### src/rtl/npc_pkg.sv
// Shared NPC core package: fetch FSM states, reset PC and
// common instruction/ALU types used across pipeline stages.
package npc_pkg;

    localparam logic [31:0] RESET_PC_DEFAULT = 32'h8000_0000;

    typedef logic [31:0] inst_t;

    typedef enum logic [2:0] {
        S_IDLE,
        S_REQ,
        S_WAIT,
        S_VALID,
        S_ERR
    } ifu_state_t;

    typedef enum logic [3:0] {
        ALU_ADD,
        ALU_SUB,
        ALU_SLL,
        ALU_SLT,
        ALU_SLTU,
        ALU_XOR,
        ALU_SRL,
        ALU_SRA,
        ALU_OR,
        ALU_AND,
        ALU_COPY_B
    } alu_op_t;

    function automatic logic word_aligned(input logic [31:0] addr);
        return addr[1:0] == 2'b00;
    endfunction

endpackage

### src/rtl/ifu.sv
// Instruction fetch unit: holds the architectural PC, issues one word
// read at a time over a valid/ready bus and hands {inst, pc} to decode.
//
// Ports:
//   clk, reset (async, active-high)
//   mem_req_valid/ready/addr   fetch request channel (addr = pc)
//   mem_rsp_valid/ready/data   read data channel
//   out_valid/ready/inst/pc    instruction to decode/execute
//   next_pc                    dnpc, taken on out_valid && out_ready
//   fetch_err                  sticky misaligned-fetch flag
//
// Build option: define IFU_MISALIGN_CHECK_EN to trap fetches from a
// non-word-aligned pc in S_ERR instead of issuing them.
module ifu
    import npc_pkg::*;
#(
    parameter logic [31:0] RESET_PC = RESET_PC_DEFAULT
) (
    input  logic        clk,
    input  logic        reset,
    output logic        mem_req_valid,
    input  logic        mem_req_ready,
    output logic [31:0] mem_req_addr,
    input  logic        mem_rsp_valid,
    output logic        mem_rsp_ready,
    input  logic [31:0] mem_rsp_data,
    output logic        out_valid,
    input  logic        out_ready,
    output inst_t       out_inst,
    output logic [31:0] out_pc,
    input  logic [31:0] next_pc,
    output logic        fetch_err
);

`ifdef IFU_MISALIGN_CHECK_EN
    localparam bit MISALIGN_EN = 1'b1;
`else
    localparam bit MISALIGN_EN = 1'b0;
`endif

    ifu_state_t  state;
    ifu_state_t  state_d;
    logic [31:0] pc;
    inst_t       inst_q;
    logic        pc_load;
    logic        inst_load;
    logic        misalign;

    // Only meaningful with the check built in; otherwise the full pc
    // goes out and memory does its own word alignment.
    assign misalign = MISALIGN_EN && !word_aligned(pc);

    always_ff @(posedge clk or posedge reset) begin
        if (reset) begin
            state  <= S_IDLE;
            pc     <= RESET_PC;
            inst_q <= '0;
        end else begin
            state <= state_d;
            if (pc_load) begin
                pc <= next_pc;
            end
            if (inst_load) begin
                inst_q <= mem_rsp_data;
            end
        end
    end

    // Handshake outputs decode from registered state (and pc) only;
    // inputs steer nothing but the next-state and load enables.
    always_comb begin
        state_d       = state;
        pc_load       = 1'b0;
        inst_load     = 1'b0;
        mem_req_valid = 1'b0;
        mem_rsp_ready = 1'b0;
        out_valid     = 1'b0;
        fetch_err     = 1'b0;
        unique case (state)
            S_IDLE: begin
                state_d = S_REQ;
            end
            S_REQ: begin
                if (misalign) begin
                    state_d = S_ERR;
                end else begin
                    mem_req_valid = 1'b1;
                    if (mem_req_ready) begin
                        state_d = S_WAIT;
                    end
                end
            end
            S_WAIT: begin
                mem_rsp_ready = 1'b1;
                if (mem_rsp_valid) begin
                    inst_load = 1'b1;
                    state_d   = S_VALID;
                end
            end
            S_VALID: begin
                out_valid = 1'b1;
                if (out_ready) begin
                    pc_load = 1'b1;
                    state_d = S_REQ;
                end
            end
            S_ERR: begin
                fetch_err = MISALIGN_EN;
            end
            default: begin
                state_d = S_IDLE;
            end
        endcase
    end

    // pc and inst_q only change on handshakes, so they are already
    // held stable while the matching valid is up.
    assign mem_req_addr = pc;
    assign out_pc       = pc;
    assign out_inst     = inst_q;

endmodule
### config.mk
export PLATFORM = sky130hd
export DESIGN_NAME = ifu
export DESIGN_NICKNAME = d
export VERILOG_FILES = /design/src/rtl/npc_pkg.sv /design/src/rtl/ifu.sv
export SDC_FILE = /design/constraint.sdc
export NUM_CORES = 1
export LEC_CHECK = 0
export BUFFER_PORTS_ARGS = -buffer_cell sky130_fd_sc_hd__clkbuf_2
export CAP_MARGIN = 30
export CORE_MARGIN = 2
export CORE_UTILIZATION = 39
export CTS_CLUSTER_SIZE = 28
export DETAILED_ROUTE_END_ITERATION = 10
export PLACE_DENSITY_LB_ADDON = 0.25
export SETUP_SLACK_MARGIN = 0.2
export SYNTH_ARGS = -nofsm -noshare
export SYNTH_HDL_FRONTEND = slang
export SYNTH_SLANG_ARGS = --single-unit
### constraint.sdc
create_clock -name clk -period 2.3 [get_ports clk]
set_clock_uncertainty 0.2 [all_clocks]
set_input_delay 0.345 -clock clk [delete_from_list [all_inputs] [get_ports clk]]
set_output_delay 0.345 -clock clk [all_outputs]
set_load 0.01 [all_outputs]
==> metrics.yaml, run 1 <==
worst_hold_path:
  min_to: "mem_req_addr[26]"
  worst_hold_path_type: "primary input to flip-flop"
  min_path_cells: 2
  min_from: "next_pc[26]"
routing:
  drcViolationCount: 0
  drtPass1Iterations: 4
  drt_iter0_drc: 43
  vias: 1872
  ant_nets: 0
  wirelength_um: 5540
  wire_per_inst_um: 12.9
  viasPerCell: 4.36
clock_tree:
  ctsResizeCount: 0
  cts_tree: "built"
  clock_latency_ns: 0.32
  cts_max_path_buffers: 2
  clk_pin_slew_ns: 0.07
  cts_hold_buffers: 1
  numClockSinks: 66
  cts_buffers: 9
  clock-root-buffer: "clkbuf_8"
  cts_setup_buffers: 0
  cts.htree.levels: 3
pwr:
  intPower_mw: 3.45
  power_leakage_nw: 1.97
  power.density_mw_per_mm2: 1450
  power.total_mw: 5.34
  swShare_pct: 35.4
  power_frac_comb_pct: 44.3
  switchingPower_mw: 1.89
  clkPwrFrac_pct: 15.6
  ir_drop_mv: 0.594
  p_seq_share_pct: 40.1
yosys:
  synthSimpleGateAreaFrac_pct: 0.271
  ys_seq_area_share_pct: 59.8
  synth_xor_area_share_pct: 0
  synth_compound_area_share_pct: 0.362
  synth_area_mm2: 0.00277
  synthMuxAreaShare_pct: 26.8
  avgSynthCellArea_um2: 14.9
  ys_seq_elements: 66
  synth_top_family_by_area: "multiplexers"
  synth.distinct_cells: 11
  netlist_instances: 185
  synth_fp_nets: 258
  synthAdderAreaFrac_pct: 1.81
  yosysWarnings: 0
placed_design:
  io_buffers: 167
  gp_congestion: 0.773
  placed_area_mm2: 0.00351
  hpwlAfterDp_um: 4280
  place_inst: 413
  pre_cts_ws_ns: 0.577
layout:
  final_common_cell: "clkbuf_2"
  diodes: 0
  fin_cells: 429
  area_growth_pct: 33.6
  final_cell_mix: "clkbuf_2, dfrtp_1, mux2_2, clkbuf_8, inv_1"
  drive_gt1_share_pct: 75.4
  nNetsFinal: 402
  fin_area_mm2: 0.00369
  n_fill_cell: 638
critical_path:
  cp.depth: 3
  crit_chain: "inv_1, ha_1, clkbuf_2"
  r2r-start: "state[0]"
  rrSetupSlack_ns: 0.59
  critPathKind: "flip-flop to output port"
  crit_required_ns: 1.75
  endpoint_kind: "output port"
  crit_family: "flip-flops"
  reg2regPathDepth: 4
  slowest_delay_ns: 0.41
  start_kind: "flip-flop"
  cp_max_fo: 4
  reg2reg_to: "state[1]"
  arrival_ns: 1.17
  cp_slowest_cell: "dfrtp_1"
  critPathBufInv: 2
global_routing:
  grt_pass1_vias: 1834
  grtUsageTotal_pct: 14.6
  antenna_found_initial: 0
  grt_pass1_wl_um: 8590
  grt_max_degree: 37
  grt-ovfl-total: 0
floorplanning:
  coreArea_mm2: 0.00683
  die_h_um: 88.2
  ios: 169
  rows: 30
  die_area_mm2: 0.00778
  die_w_um: 88.2
  start_util_pct: 40.5
sta:
  tns_ns: 0
  setup_ws_ns: 0.590
  drv_slew: 0
  hold_viol_final: 0
  min_period_ns: 1.71
  min_period_over_period_pct: 74.4
  rsz0062_at_grt: "false"
  fmax_mhz: 585
  setup_viol: 0
run:
  cap_violations: 0
status:
  status: "complete, no violations"
[worst max-delay path by stage]
stage	slack (ns)	end	start
final	0.59	mem_rsp_ready	state[0]
after global routing	0.46	state[0]	state[0]
after CTS	0.56	mem_rsp_ready	state[0]
after detailed placement	0.58	state[0]	state[0]
after global placement	0.64	out_inst[11]	state[0]
after floorplan	0.60	out_inst[0]	state[0]
[power groups by stage]
stage | logic [mW] | clock network (mW) | registers (mW)
floorplan | 1.42 | 0 | 2.39
global placement | 2.38 | 0 | 2.13
detailed placement | 2.41 | 0 | 2.16
CTS | 2.41 | 0.874 | 2.15
global route | 2.59 | 0.927 | 2.23
finish | 2.37 | 0.835 | 2.14
[per-stage QoR]
stage / hold WS [ns] / util (%)
5_1_grt: 0.0185 / 54.1
2_1_floorplan: 0.289 / -
3_5_place_dp: 0.112 / 51.4
6_report: 0.0444 / 54.1
4_1_cts: 0.0262 / 54.1
3_3_place_gp: 0.116 / 51.4
[state kept, by name, indices dropped and copies added (netlist names)]
name,flops
mem_req_addr,32
out_inst,32
state,2
[per-layer routing]
layer / vias up / wire length [um] / track usage, %
li1: 880 / - / -
met1: 886 / 2230 / 17.8
met2: 96 / 2710 / 22.4
met3: 10 / 498 / 5.94
met4: 0 / 97 / 7.58
met5: - / 0 / 0
[Yosys cell counts]
| cell | count | area share [%] |
|---|---|---|
| mux2_2 | 64 | 26 |
| conb_1 | 1 | 0.14 |
| dfrtp_1 | 65 | 59 |
| mux2i_1 | 2 | 0.72 |
| ha_1 | 4 | 1.8 |
| buf_2 | 6 | 1.1 |
| a222oi_1 | 1 | 0.36 |
| buf_4 | 33 | 9.0 |
| dfstp_2 | 1 | 0.95 |
| nand2_1 | 2 | 0.27 |
| inv_1 | 6 | 0.81 |
[cell families after synthesis]
group,count (synthesis)
and+or+nand+nor,2
other,1
muxes,66
buffers and inverters,45
DFF,66
adders and majority gates,4
AOI/OAI and AO/OA,1
[area by class of cell]
type	instances	area (um^2)	area share, %
repair buffers	172	913	24.7
well taps	96	120	3.25
multi-input cells	74	812	22.0
flip-flops and latches	66	1650	44.7
clock inverters	3	15.0	0.406
clock buffers	12	155	4.20
inverters	6	26.3	0.711
[worst register-to-register path: stages, from the launching register on]
cell and delay [ns]:
dfrtp_1 0.40, inv_1 0.08, ha_1 0.23, a222oi_1 0.49, mux2i_1 0.25
Power figures use the tool's default switching activity.
==> run 2, diff against run 1 <==
==> constraint.sdc (replaced) <==
create_clock -name clk -period 1.5 [get_ports clk]
set_clock_uncertainty 0.2 [all_clocks]
set_input_delay 0.225 -clock clk [delete_from_list [all_inputs] [get_ports clk]]
set_output_delay 0.225 -clock clk [all_outputs]
set_load 0.01 [all_outputs]
==> run 2 against run 1 <==
Net effect: the flow now finishes with violations (negative setup slack); final cell count grew 23%; routed wire length rose by 43%; cell area up 36%; first-iteration DRC count fell by 19%; setup slack got worse by 0.71 ns; utilization rose by 19 points; critical path type is now flip-flop to flip-flop; combinational power increased by 120%; sequential share of layout area down 12 points; highest routed layer unchanged; sequential cell count stayed put; via count increased by 23%.
==> metrics.yaml, run 2 (synthesis gave the netlist of run 1 again) <==
clock_tree:
  clk_pin_slew_ns: 0.08  # about the same
  cts_tree: "built"
  clock_latency_ns: 0.33  # about the same
  numClockSinks: 66  # unchanged
  cts.htree.levels: 3  # unchanged
  cts_max_path_buffers: 2  # unchanged
  cts_buffers: 9  # unchanged
  clock-root-buffer: "clkbuf_8"
sta:
  min_period_over_period_pct: 108
  rsz0062_at_grt: "true"
  setup_ws_ns: -0.125  # -0.715 ns
  min_period_ns: 1.63
  drv_slew: 0  # unchanged
  fmax_mhz: 615
  holdWs_ns: 0.163  # +0.119 ns
  hold_viol_final: 0  # unchanged
  setup_viol: 69  # +69
layout:
  final_common_cell: "clkbuf_2"
  nNetsFinal: 501  # +25%
  area_growth_pct: 81.4
  final_cell_mix: "clkbuf_2, buf_2, dlygate4sd3_1, dfrtp_1, mux2_2"
  fin_util_pct: 73.4  # +19 points
  drive_gt1_share_pct: 68.4  # -7.0 points
  diodes: 0  # unchanged
  multiInputGateArea_um2: 961  # +18%
  n_fill_cell: 478  # -25%
  ff_latch_area_mm2: 0.00166  # +0.15%
critical_path:
  reg2regPathDepth: 5  # +1
  start_kind: "flip-flop"
  endpoint_kind: "flip-flop"
  rrSetupSlack_ns: -0.13  # -0.71 ns
  crit_path_start: "state[0]"
  reg2reg_to: "state[1]"
  critical_path.endpoint: "state[1]"
  r2r-start: "state[0]"
  cp_max_fo: 4  # unchanged
  critPathKind: "flip-flop to flip-flop"
  arrival_ns: 1.66  # +0.49 ns
  crit_required_ns: 1.54  # -0.21 ns
placed_design:
  gp_congestion: 0.742  # -4.1%
  io_buffers: 167  # unchanged
  hpwlAfterDp_um: 4470  # +4.5%
floorplanning:
  start_util_pct: 40.5  # unchanged
  coreArea_mm2: 0.00683  # unchanged
  die_w_um: 88.2  # unchanged
  die_area_mm2: 0.00778  # unchanged
  ios: 169  # unchanged
  rows: 30  # unchanged
  die_h_um: 88.2  # unchanged
global_routing:
  grt_pass1_wl_um: 10700  # +25%
  antenna_found_initial: 0  # unchanged
  grt_max_degree: 31  # -16%
  grtUsageTotal_pct: 18.6  # +4.0 points
  grt-ovfl-total: 0  # unchanged
  grt_pass1_vias: 2311  # +26%
routing:
  wire_per_inst_um: 14.9  # +16%
  wirelength_um: 7900  # +43%
  drt_iter0_drc: 35  # -19%
  ant_nets: 0  # unchanged
  vias: 2296  # +23%
  drcViolationCount: 0  # unchanged
  drtPass1Iterations: 4  # unchanged
  viasPerCell: 4.34  # -0.54%
pwr:
  power.density_mw_per_mm2: 2040  # +41%
  power_leakage_nw: 2.62  # +33%
  ir_drop_mv: 1.19  # +100%
worst_hold_path:
  min_path_cells: 5  # +3
  worst_hold_path_type: "primary input to flip-flop"
status:
  violations: "negative setup slack"
  status: "finished, violations left"
run:
  cap_violations: 0  # unchanged
run 2: how the worst min path moves through the flow:
stage	startpoint	end	slack, ns
final	mem_req_ready	state[0]	0.16
after global routing	mem_req_ready	state[0]	0.17
after CTS	mem_req_ready	state[0]	0.15
after detailed placement	reset	out_inst[0]	0.00004
after global placement	reset	out_inst[0]	-0.006
after floorplan	reset	mem_req_addr[0]	0.17
run 2: worst max-delay path, cell delays in order (launching register included):
cell and delay [ns]:
dfrtp_2 0.41, inv_2 0.06, ha_4 0.18, a222oi_1 0.30
buf_4 0.18, mux2i_1 0.20
run 2: area by class of cell:
| cell class | instances | share of cell area (%) |
|---|---|---|
| sequential | 66 | 33.0 |
| inverter | 6 | 0.524 |
| clock buffer | 13 | 3.37 |
| clock inverter | 3 | 0.923 |
| timing repair buffer | 271 | 40.6 |
| tap | 96 | 2.40 |
| multi-input combinational | 74 | 19.2 |
run 2: power by group:
| part | leakage [nW] | internal (mW) | switching [mW] | total (mW) |
|---|---|---|---|---|
| clock network | 0.106 | 0.908 | 0.666 | 1.57 |
| logic | 1.74 | 3.17 | 2.12 | 5.29 |
| registers | 0.778 | 2.72 | 0.649 | 3.37 |
run 2: per-stage QoR:
| stage | TNS [ns] | std cells | total power [mW] | setup WS [ns] | instance area [um^2] |
|---|---|---|---|---|---|
| floorplan | -1.18 | 185 | 5.98 | -0.0893 | 2840 |
| finish | -5.16 | 529 | 10.2 | -0.125 | 5010 |
| detailed placement | -4.49 | 420 | 7.20 | -0.144 | 3620 |
| CTS | -6.46 | 508 | 9.39 | -0.136 | 4670 |
| global route | -7.77 | 529 | 10.8 | -0.197 | 5010 |
| global placement | -2.56 | 420 | 7.10 | -0.0624 | 3620 |
run 2: layer usage:
layer / wire [um] / global-route usage (%)
met1: 3040 / 20.1
met5: 0 / 0
met2: 4220 / 33.6
met3: 533 / 5.94
met4: 101 / 7.16
run 2: repair_timing:
item	4_1_cts	5_1_grt
endpoints found under the setup margin	118	165
cloned	1	4
gates resized for setup	31	108
hold buffers	65	0
buffers inserted	6	17
pin swaps	1	2
hold endpoints to repair	129	0
==> run 3, diff against run 2 <==
--- a/config.mk
+++ b/config.mk
@@ -7,6 +7,7 @@
 export LEC_CHECK = 0
 export BUFFER_PORTS_ARGS = -buffer_cell sky130_fd_sc_hd__clkbuf_2
 export CAP_MARGIN = 30
+export CORE_ASPECT_RATIO = 1.1
 export CORE_MARGIN = 2
 export CORE_UTILIZATION = 39
 export CTS_CLUSTER_SIZE = 28
==> run 3 against run 2 <==
Net effect: the run still ends with negative setup slack left; fmax down 1.9%; count of clock-buffer cells in the layout down 1; utilization down 4.2 points; routed wire length down 7.0%; sequential cell count unchanged; combinational power down 5.7%; die area about the same; sequential power about the same; via count down 1.6%; clock power down 10%; total power down 4.6%; register-to-register slack worse by 0.03 ns; critical path type unchanged.
==> metrics.yaml, run 3 (synthesis gave the netlist of run 1 again) <==
pwr:
  power.density_mw_per_mm2: 2040  # -0.20%
  clkPwrFrac_pct: 14.4  # -1.0 points
  switchingPower_mw: 3.30  # -4.0%
  power_frac_comb_pct: 51.1  # -0.6 points
  power.total_mw: 9.76  # -4.6%
  ir_drop_mv: 1.12  # -5.6%
  p_seq_share_pct: 34.4  # +1.5 points
  intPower_mw: 6.46  # -4.9%
  swShare_pct: 33.8  # +0.21 points
  power_leakage_nw: 2.55  # -2.6%
clock_tree:
  cts_buffers: 9  # unchanged
  cts.htree.levels: 3  # unchanged
  clk_pin_slew_ns: 0.07  # about the same
  clock-root-buffer: "clkbuf_8"
  cts_tree: "built"
  cts_max_path_buffers: 2  # unchanged
  clock_latency_ns: 0.33  # about the same
  numClockSinks: 66  # unchanged
global_routing:
  antenna_found_initial: 0  # unchanged
  grtUsageTotal_pct: 19.0  # +0.40 points
  grt-ovfl-total: 0  # unchanged
  grt_max_degree: 67  # +120%
  grt_pass1_wl_um: 11600  # +8.1%
  grt_pass1_vias: 2388  # +3.3%
floorplanning:
  die_w_um: 84.3  # -4.4%
  coreArea_mm2: 0.00693  # +1.4%
  die_h_um: 92.3  # +4.7%
  rows: 32  # +6.7%
  start_util_pct: 39.9  # -0.56 points
  ios: 169  # unchanged
  die_area_mm2: 0.00778  # about the same
routing:
  drt_iter0_drc: 50  # +43%
  routed.top_layer: "met4"
  met3WireLength_um: 655  # +23%
  vias: 2259  # -1.6%
  drcViolationCount: 0  # unchanged
  viasPerCell: 4.46  # +2.9%
  met1_length_um: 2860  # -6.0%
  ant_nets: 0  # unchanged
  wl_met2_um: 3720  # -12%
  wire_per_inst_um: 14.5  # -2.7%
  wirelength_um: 7350  # -7.0%
  drtPass1Iterations: 4  # unchanged
placed_design:
  hpwlAfterDp_um: 4390  # -2.0%
  gp_congestion: 0.732  # -1.4%
  place_inst: 408  # -2.9%
  io_buffers: 167  # unchanged
  placed_area_mm2: 0.00361  # -0.24%
  pre_cts_ws_ns: -0.122  # +0.0221 ns
sta:
  min_period_ns: 1.66  # +0.0323 ns
  fmax_mhz: 603  # -1.9%
  hold_viol_final: 0  # unchanged
  rsz0062_at_grt: "true"
  setup_viol: 69  # unchanged
  tns_ns: -7.26  # -2.10 ns
  drv_slew: 0  # unchanged
  min_period_over_period_pct: 110  # +2.2 points
  setup_ws_ns: -0.157  # -0.0323 ns
layout:
  ff_latch_area_mm2: 0.00165  # about the same
  final_cell_mix: "clkbuf_2, buf_2, dlygate4sd3_1, dfrtp_1"
  multiInputGateArea_um2: 975  # +1.4%
  n_fill_cell: 490  # +2.5%
  fin_area_mm2: 0.00479  # -4.4%
  area_growth_pct: 73.4
  fin_cells: 506  # -4.3%
  drive_gt1_share_pct: 67.0  # -1.4 points
  final_common_cell: "clkbuf_2"
  nNetsFinal: 490  # -2.2%
  diodes: 0  # unchanged
critical_path:
  reg2reg_to: "state[1]"
  reg2regPathDepth: 5  # unchanged
  arrival_ns: 1.71  # +0.05 ns
  start_kind: "flip-flop"
  rrSetupSlack_ns: -0.16  # -0.03 ns
  endpoint_kind: "flip-flop"
  critPathKind: "flip-flop to flip-flop"
  critical_path.endpoint: "state[1]"
  crit_required_ns: 1.55  # about the same
  cp_max_fo: 3  # -1
  crit_path_start: "state[1]"
  r2r-start: "state[1]"
run:
  cap_violations: 0  # unchanged
status:
  violations: "negative setup slack"
  status: "finished, violations left"
worst_hold_path:
  min_from: "mem_req_ready"
  worst_hold_path_type: "primary input to flip-flop"
==> run 3: cell count changes in the layout (fill, tap and decap cells not counted), sizes merged <==
cell	change
clkinvlp	-1
buf	-12
clkinv	+1
==> run 3: per-layer routing <==
layer,GRT usage (%),vias up
li1,-,1053
met1,22.4,1082
met2,32.1,115
met3,6.06,9
met4,7.53,0
met5,0,-
==> run 3: per-stage QoR <==
stage / utilization [%] / hold slack, ns
floorplan: - / 0.169
global placement: 52.1 / 0.142
detailed placement: 52.1 / 0.141
CTS: 66.3 / 0.160
global route: 69.2 / 0.172
finish: 69.2 / 0.171
==> run 3: critical path, stage by stage, from the launching register on <==
cell      delay [ns]
dfrtp_1         0.42
buf_6           0.14
ha_4            0.16
a222oi_1        0.30
buf_4           0.18
mux2i_1         0.18
==> run 3: worst min path at each step <==
stage,slack (ns),to,depth (start not counted)
after floorplan,0.17,mem_req_addr[0],1
after global placement,0.14,mem_req_addr[30],3
after detailed placement,0.14,mem_req_addr[30],3
after CTS,0.16,state[0],5
after global routing,0.17,state[0],5
final,0.17,state[0],5
==> run 3: what timing repair did <==
action | in CTS | in global routing
setup buffers | 5 | 12
setup endpoints to repair | 96 | 155
hold buffers | 65 | 0
pin swaps | 1 | 1
hold endpoints to repair | 129 | 0
resized for setup | 29 | 100
cloned | 0 | 1
==> run 3: final cells by class <==
cell class	instances	area share, %
Clock buffer	12	3.03
Timing Repair Buffer	260	38.5
Multi-Input combinational cell	74	20.3
Clock inverter	3	0.835
Sequential cell	66	34.5
Inverter	6	0.548
Tap cell	85	2.22
==> run 3: power groups by stage <==
stage | clock network [mW] | logic, mW | registers [mW]
after global placement | 0 | 3.87 | 3.28
after global routing | 1.53 | 5.36 | 3.49
after floorplan | 0 | 2.30 | 3.68
after CTS | 1.46 | 4.44 | 3.34
final | 1.41 | 4.99 | 3.36
after detailed placement | 0 | 3.93 | 3.34
